--- config.mk ---
export PLATFORM = sky130hd
export DESIGN_NAME = logic_pipe_flat
export DESIGN_NICKNAME = d
export VERILOG_FILES = /design/src/rtl/logic_pipe_if.sv /design/src/rtl/logic_pipe.sv /design/src/flat_wrapper.sv
export SDC_FILE = /design/constraint.sdc
export NUM_CORES = 1
export LEC_CHECK = 0
export ABC_AREA = 1
export BUFFER_PORTS_ARGS = -buffer_cell sky130_fd_sc_hd__buf_2
export CAP_MARGIN = 20
export CORE_MARGIN = 2
export CORE_UTILIZATION = 50
export DETAILED_ROUTE_END_ITERATION = 12
export GPL_TIMING_DRIVEN = 0
export PLACE_DENSITY = 0.76
export SLEW_MARGIN = 20
export SYNTH_ARGS = -nofsm -noshare
export SYNTH_HDL_FRONTEND = slang
export SYNTH_SLANG_ARGS = --single-unit
--- constraint.sdc ---
create_clock -name CLK -period 1.46 [get_ports CLK]
set_input_delay 0.073 -clock CLK [delete_from_list [all_inputs] [get_ports CLK]]
set_output_delay 0.073 -clock CLK [all_outputs]
set_load 0.01 [all_outputs]
--- src/rtl/logic_pipe_if.sv ---
`default_nettype none
// ============================================================================
// Module      : logic_pipe_if
// Description : Valid/ready bundle for logic_pipe. Upstream offers I/K/MODE,
//               downstream receives O (and O_PAR with LOGIC_PIPE_PARITY_EN).
// Revision    : 1.0 - initial release
// ============================================================================
interface logic_pipe_if #(
    parameter int WIDTH = 3
);
    logic [WIDTH-1:0] I;
    logic [WIDTH-1:0] K;
    logic [1:0]       MODE;
    logic             I_VALID;
    logic             I_READY;
    logic [WIDTH-1:0] O;
    logic             O_VALID;
    logic             O_READY;
`ifdef LOGIC_PIPE_PARITY_EN
    logic             O_PAR;
`endif

    modport master (
        output I,
        output K,
        output MODE,
        output I_VALID,
        input  I_READY,
        input  O,
        input  O_VALID,
`ifdef LOGIC_PIPE_PARITY_EN
        input  O_PAR,
`endif
        output O_READY
    );

    modport slave (
        input  I,
        input  K,
        input  MODE,
        input  I_VALID,
        output I_READY,
        output O,
        output O_VALID,
`ifdef LOGIC_PIPE_PARITY_EN
        output O_PAR,
`endif
        input  O_READY
    );
endinterface : logic_pipe_if
`default_nettype wire

--- src/rtl/logic_pipe.sv ---
`default_nettype none
// ============================================================================
// Module      : logic_pipe
// Description : Per-bit NOT/AND/OR/XOR unit behind a 2-entry skid buffer.
//               Optional macro LOGIC_PIPE_PARITY_EN adds a stored O_PAR bit.
// Revision    : 1.0 - initial release
// ============================================================================
module logic_pipe #(
    parameter int WIDTH = 3
) (
    input  wire          CLK,
    input  wire          RESETN,
    logic_pipe_if.slave  bus
);

    typedef enum logic [1:0] {
        S_EMPTY = 2'd0,
        S_ONE   = 2'd1,
        S_FULL  = 2'd2
    } state_t;

    state_t           r_state;
    logic [WIDTH-1:0] r_head;
    logic [WIDTH-1:0] r_skid;
    logic             r_out_valid;
    logic             r_in_ready;

    logic             w_accept;
    logic             w_release;
    logic [WIDTH-1:0] w_result;

    function automatic logic [WIDTH-1:0] f_logic_op(
        input logic [1:0]       mode,
        input logic [WIDTH-1:0] a,
        input logic [WIDTH-1:0] b
    );
        logic [WIDTH-1:0] res;
        case (mode)
            2'b00:   res = ~a;
            2'b01:   res = a & b;
            2'b10:   res = a | b;
            default: res = a ^ b;
        endcase
        return res;
    endfunction

    // Handshakes use only registered ready/valid, so O_READY never reaches I_READY.
    assign w_accept  = bus.I_VALID & r_in_ready;
    assign w_release = r_out_valid & bus.O_READY;
    assign w_result  = f_logic_op(bus.MODE, bus.I, bus.K);

`ifdef LOGIC_PIPE_PARITY_EN
    logic r_head_par;
    logic r_skid_par;
    logic w_result_par;

    assign w_result_par = ^w_result;
    assign bus.O_PAR    = r_head_par;
`endif

    always_ff @(posedge CLK or negedge RESETN) begin
        if (!RESETN) begin
            r_state     <= S_EMPTY;
            r_head      <= '0;
            r_skid      <= '0;
            r_out_valid <= 1'b0;
            r_in_ready  <= 1'b0;
`ifdef LOGIC_PIPE_PARITY_EN
            r_head_par  <= 1'b0;
            r_skid_par  <= 1'b0;
`endif
        end else begin
            case (r_state)
                S_EMPTY: begin
                    // in_ready is low only on the first edge after reset
                    r_in_ready <= 1'b1;
                    if (w_accept) begin
                        r_head      <= w_result;
`ifdef LOGIC_PIPE_PARITY_EN
                        r_head_par  <= w_result_par;
`endif
                        r_out_valid <= 1'b1;
                        r_state     <= S_ONE;
                    end
                end

                S_ONE: begin
                    case ({w_accept, w_release})
                        2'b11: begin
                            r_head     <= w_result;
`ifdef LOGIC_PIPE_PARITY_EN
                            r_head_par <= w_result_par;
`endif
                        end
                        2'b10: begin
                            r_skid     <= w_result;
`ifdef LOGIC_PIPE_PARITY_EN
                            r_skid_par <= w_result_par;
`endif
                            r_in_ready <= 1'b0;
                            r_state    <= S_FULL;
                        end
                        2'b01: begin
                            r_out_valid <= 1'b0;
                            r_state     <= S_EMPTY;
                        end
                        default: ;
                    endcase
                end

                S_FULL: begin
                    if (w_release) begin
                        r_head     <= r_skid;
`ifdef LOGIC_PIPE_PARITY_EN
                        r_head_par <= r_skid_par;
`endif
                        r_in_ready <= 1'b1;
                        r_state    <= S_ONE;
                    end
                end

                default: begin
                    r_out_valid <= 1'b0;
                    r_in_ready  <= 1'b1;
                    r_state     <= S_EMPTY;
                end
            endcase
        end
    end

    assign bus.I_READY = r_in_ready;
    assign bus.O_VALID = r_out_valid;
    assign bus.O       = r_head;

endmodule : logic_pipe
`default_nettype wire

--- src/flat_wrapper.sv ---
// flat-port wrapper written by rule: the top's interface ports become plain ports
module logic_pipe_flat 
#(
    parameter int WIDTH = 3
)
  (CLK, RESETN, bus_I, bus_K, bus_MODE, bus_I_VALID, bus_I_READY, bus_O, bus_O_VALID, bus_O_READY);
  logic_pipe_if #(.WIDTH(WIDTH)) bus_i ();
  input  wire CLK;
  input  wire RESETN;
  input wire logic [$bits(bus_i.I)-1:0] bus_I;
  input wire logic [$bits(bus_i.K)-1:0] bus_K;
  input wire logic [$bits(bus_i.MODE)-1:0] bus_MODE;
  input wire logic [$bits(bus_i.I_VALID)-1:0] bus_I_VALID;
  output wire logic [$bits(bus_i.I_READY)-1:0] bus_I_READY;
  output wire logic [$bits(bus_i.O)-1:0] bus_O;
  output wire logic [$bits(bus_i.O_VALID)-1:0] bus_O_VALID;
  input wire logic [$bits(bus_i.O_READY)-1:0] bus_O_READY;
  assign bus_i.I = bus_I;
  assign bus_i.K = bus_K;
  assign bus_i.MODE = bus_MODE;
  assign bus_i.I_VALID = bus_I_VALID;
  assign bus_I_READY = bus_i.I_READY;
  assign bus_O = bus_i.O;
  assign bus_O_VALID = bus_i.O_VALID;
  assign bus_i.O_READY = bus_O_READY;
  logic_pipe #(.WIDTH(WIDTH)) u_core (.CLK(CLK), .RESETN(RESETN), .bus(bus_i));
endmodule
Word level (Yosys, flattened, before mapping)
Index checks and enable logic that the tools add are counted.
- reductions and logical operators: 8
- bitwise logic cells: 7
- muxes and demuxes: 15
- equality and inequality tests: 13
- operator list (kind ; count):
    $pmux W3 S3 ; 2
    $mux W3 ; 3
    $eq A2 B2 Y1 const B ; 4
    $eq A2 B1 Y1 const B ; 3
    $ne A2 B1 Y1 const B ; 3
    $pmux W2 S3 ; 1
    $reduce_and A3 Y1 ; 2
    $logic_not A2 Y1 ; 2
    $mux W1 ; 4
    $mux W2 ; 2
    $ne A2 B2 Y1 const B ; 2
    $pmux W2 S2 ; 1
    $reduce_and A2 Y1 ; 2
    $reduce_and A4 Y1 ; 1
    $and A3 B3 Y3 ; 1
    $ne A3 B2 Y1 const B ; 1
    $not A3 Y3 ; 1
    $or A3 B3 Y3 ; 1
    $pmux W1 S3 ; 1
    $reduce_bool A3 Y1 ; 1
    $xor A3 B3 Y3 ; 1
    $and A1 B1 Y1 ; 2
    $pmux W1 S2 ; 1
    $not A1 Y1 ; 1
- register bits after elaboration: 10
- input port bits: 12
- word-level logic and storage cells: 48

Depth between registers and ports, before layout
- depth in word-level cells: 4
- mapped depth: 9
- gate-level depth less buffers: 9

Worst setup path after synthesis
No wires, ideal clock.
- kind: reg-to-reg
- from: register u_core.r_out_valid, in the netlist u_core.bus.O_VALID
- to: register u_core.r_in_ready, in the netlist u_core.bus.I_READY
- data required time: 1.331 ns
- arrival time: 0.945 ns
- setup time: 0.129 ns
- stages on the path, launching flop included: 7
- period minus slack after synthesis: 1.074 ns
- setup slack: 0.386 ns
- buffers on the path: 0
- cells stage by stage: dfrtp_1 > nand2_1 > inv_1 > nor2_1 > nand2_1 > nand2_1 > o21ai_0
- word-level cells in the longest chain between the ends: 4
- elaborated cells on any way between the ends: 5
- ends and longest elaborated chain (item ; RTL line ; text):
    from (decl) ; logic_pipe.sv:25 ; logic r_out_valid;
    from (signal assigned) ; logic_pipe.sv:66 ; r_out_valid <= 1'b0;
    from (signal assigned) ; logic_pipe.sv:82 ; r_out_valid <= 1'b1;
    from (signal assigned) ; logic_pipe.sv:104 ; r_out_valid <= 1'b0;
    $and A1 B1 Y1 (*) ; logic_pipe.sv:49 ; assign w_release = r_out_valid & bus.O_READY;
    $eq A2 B2 Y1 ; logic_pipe.sv:88 ; case ({w_accept, w_release})
    $ne A2 B1 Y1 (no line) ; n/a ;
    $reduce_and A2 Y1 (no line) (*) ; n/a ;
    to (signal assigned) ; logic_pipe.sv:67 ; r_in_ready <= 1'b0;
    to (signal assigned) ; logic_pipe.sv:76 ; r_in_ready <= 1'b1;
    to (signal assigned) ; logic_pipe.sv:100 ; r_in_ready <= 1'b0;
    to (decl) ; logic_pipe.sv:26 ; logic r_in_ready;
Every way passes the cells marked *; elsewhere a longest branch is shown, timed or not.
A chain may end at the register's enable or synchronous reset.

Worst setup path in the final report
Ends and elaborated chain as after synthesis.

==> results.md <==
* Largest net degree at the start of global routing at 11
* Layout cells sized above 1 at 0.1901
* M1 GR Usage at 0.2458
* Library cells used by synthesis at 15
* Core area at 1301 um2
* Required time of the critical path at 1.60 ns
* Hold/Removal Path Class: input pin to async pin
* CTS buffer count at 3
* Wire per inst at 9.794 um
* Final period util at 0.8348
* Fmax at 0.8205 GHz
* Min cycle time layout at 1.219 ns
* HPWL Detailed at 1.066 mm
* Post-layout nets at 141
* Critical path endpoint category: flop
* Final setup fails at 0
* Worst Path Max Fanout at 8
* I/O pins at 17
* Met3 Resource Use GR at 0.08152
* DR vias at 684
* Post-DRT Antenna Nets at 0
* Synthesis-to-layout area growth at 18.26%
* Status: finished clean
* M2 GR Usage at 0.3359
* Clock transition at path regs at 0.06 ns
* DRC violations left at 0
* Dpl ws at 0.2683 ns
* GRT Total Usage at 0.2070
* First-pass GRT wire length at 2.221 mm
* Initial antenna violation count at 0
* Register Area at 250.2 um2
* Total Wirelength at 1.332 mm
* Diode count at 0
* CTS tree: built
* Leakage at 0.4627 nW
* Crit path kind: flop to flop
* Worst-Skew Late Latency at 0.26 ns
* Part of the Yosys area used for sequential elements at 0.3617
* Reg-to-reg slack, setup at 0.24 ns
* Clk sink count at 10
* Die W at 41.20 um
* CTS H-Tree Depth at 1
* RSZ-0062 raised after global routing: no
* Fin. max-slew vios at 0
* Setup TNS at 0 ns
* Synthesis Warnings at 0
* Syn avg cell area at 6.783 um2
* Final Hold Vio Count at 0
* CP Data Arrival Time at 1.36 ns
* Multi-input gate area at 372.9 um2
* Vias per cell at 5.029
* Row cnt at 13
* Routability cong. at 0.8361
* Worst Skew at 0.0009521 ns
* Vias in the first global route at 546
* Initial Utilization at 0.5317
* Die area at 1697 um2
* Synthesized Nets at 120
* Most common cell after layout, fill and taps aside: nand2_1
* GRT overflow at 0
* Cell area after synthesis at 691.9 um2
* #FFs+latches synth at 10
* Maximum vdd drop at 0.4519 mV
* Pre-antenna DRT Iters at 4
* FILL cells at 127
* Relative slew slack at 0.8292
* # resized after CTS at 0
* DR iter-0 viols at 10
* Commonest cells after routing, fill and taps aside: 29 x nand2_1, 16 x nor2_1, 16 x buf_2
* GR peak layer: met2
* Max-cap violations at 0
* Max Buffers Root-to-Sink at 2
* Root buf cell: clkbuf_4
* Startpoint Class: flop
* Worst setup margin at 0.2412 ns
* Port Buffers at 15
* PwrDens at 652.3 nW/um2
* Post-Syn Instances at 102
* Slew @ Worst Pin at 0.2562 ns
* Die height at 41.20 um
routing by layer:
metal / up-vias / part of all wire
li1: 355 / -
met4: 0 / 0.0083
met3: 4 / 0.035
met5: - / 0
met1: 316 / 0.47
met2: 9 / 0.48
cell type report:
| type | instances | share of cell area |
|---|---|---|
| Inverter | 17 | 0.07798 |
| Tap cell | 15 | 0.02294 |
| Buffer | 1 | 0.006116 |
| Clock buffer | 3 | 0.02752 |
| Timing Repair Buffer | 16 | 0.1040 |
| Multi-Input combinational cell | 74 | 0.4557 |
| Sequential cell | 10 | 0.3058 |
timing repair:
item | in CTS | in global routing
endpoints found under the hold margin | 10 | 0
setup buffers | 0 | 0
hold buffers | 1 | 0
flip-flops by register name (all words and copies together) (netlist names):
signal and count:
u_core.r_skid 3, u_core.bus.O_VALID 1, u_core.bus.O 3, u_core.r_state 2, u_core.bus.I_READY 1
cell families (layout without fill, tap and decap cells):
logic type / after synthesis / in the layout / share of synthesized area
adders and majority gates: 6 / 6 / 0.1085
AOI/OAI and AO/OA: 10 / 10 / 0.08137
buffers and inverters: 18 / 37 / 0.09945
DFF: 10 / 10 / 0.3617
and+or+nand+nor: 58 / 58 / 0.3490
synthesized netlist by cell type:
cell type	number	area (um2)
buf_2	1	5.000
o21ai_1	3	15.01
ha_1	6	75.07
o21ai_2	1	8.760
inv_2	2	7.510
inv_1	15	56.30
nand2_1	29	108.9
nand2_4	1	11.26
nand3_1	9	45.04
nor3_1	2	10.01
nor2_1	16	60.06
o211ai_1	1	7.510
or2_0	1	6.260
o21ai_0	5	25.02
dfrtp_1	10	250.2
power by group:
group / internal [mW] / total [mW] / switching, mW
clock network: 0.0951 / 0.185 / 0.0900
logic: 0.0295 / 0.0717 / 0.0422
registers: 0.277 / 0.277 / 0
worst max-delay path, stage by stage, from the launching register on:
cell     delay (ns)
dfrtp_1        0.39
nand2_1        0.08
inv_1          0.09
nor2_1         0.15
nand2_1        0.19
nand2_1        0.10
o21ai_0        0.09
per-stage QoR:
stage | instances | hold WS, ns | instance area [um2] | utilization | power [mW]
after floorplan | 102 | -0.2226 | 691.9 | - | 0.3215
after global placement | 132 | -0.05911 | 785.8 | 0.6038 | 0.3492
after detailed placement | 132 | -0.05186 | 785.8 | 0.6038 | 0.3528
after CTS | 136 | 0.2024 | 818.3 | 0.6288 | 0.5403
after global routing | 136 | 0.2185 | 818.3 | 0.6288 | 0.5742
final | 136 | 0.1990 | 818.3 | 0.6288 | 0.5338
worst paths after layout:
| check | from | to | cells past startpoint |
|---|---|---|---|
| setup / recovery | u_core.bus.O_VALID | u_core.bus.I_READY | 6 |
| hold / removal | RESETN | u_core.bus.O_VALID | 2 |
| setup reg to reg | u_core.bus.O_VALID | u_core.bus.I_READY | 6 |
| hold reg to reg | u_core.bus.O[1] | u_core.bus.O[1] | 2 |
| max in group asynchronous | RESETN | u_core.r_skid[1] | 2 |
| min in group CLK | bus_O_READY | u_core.r_state[1] | 4 |
Note: power is estimated with default switching activity, not from simulation.
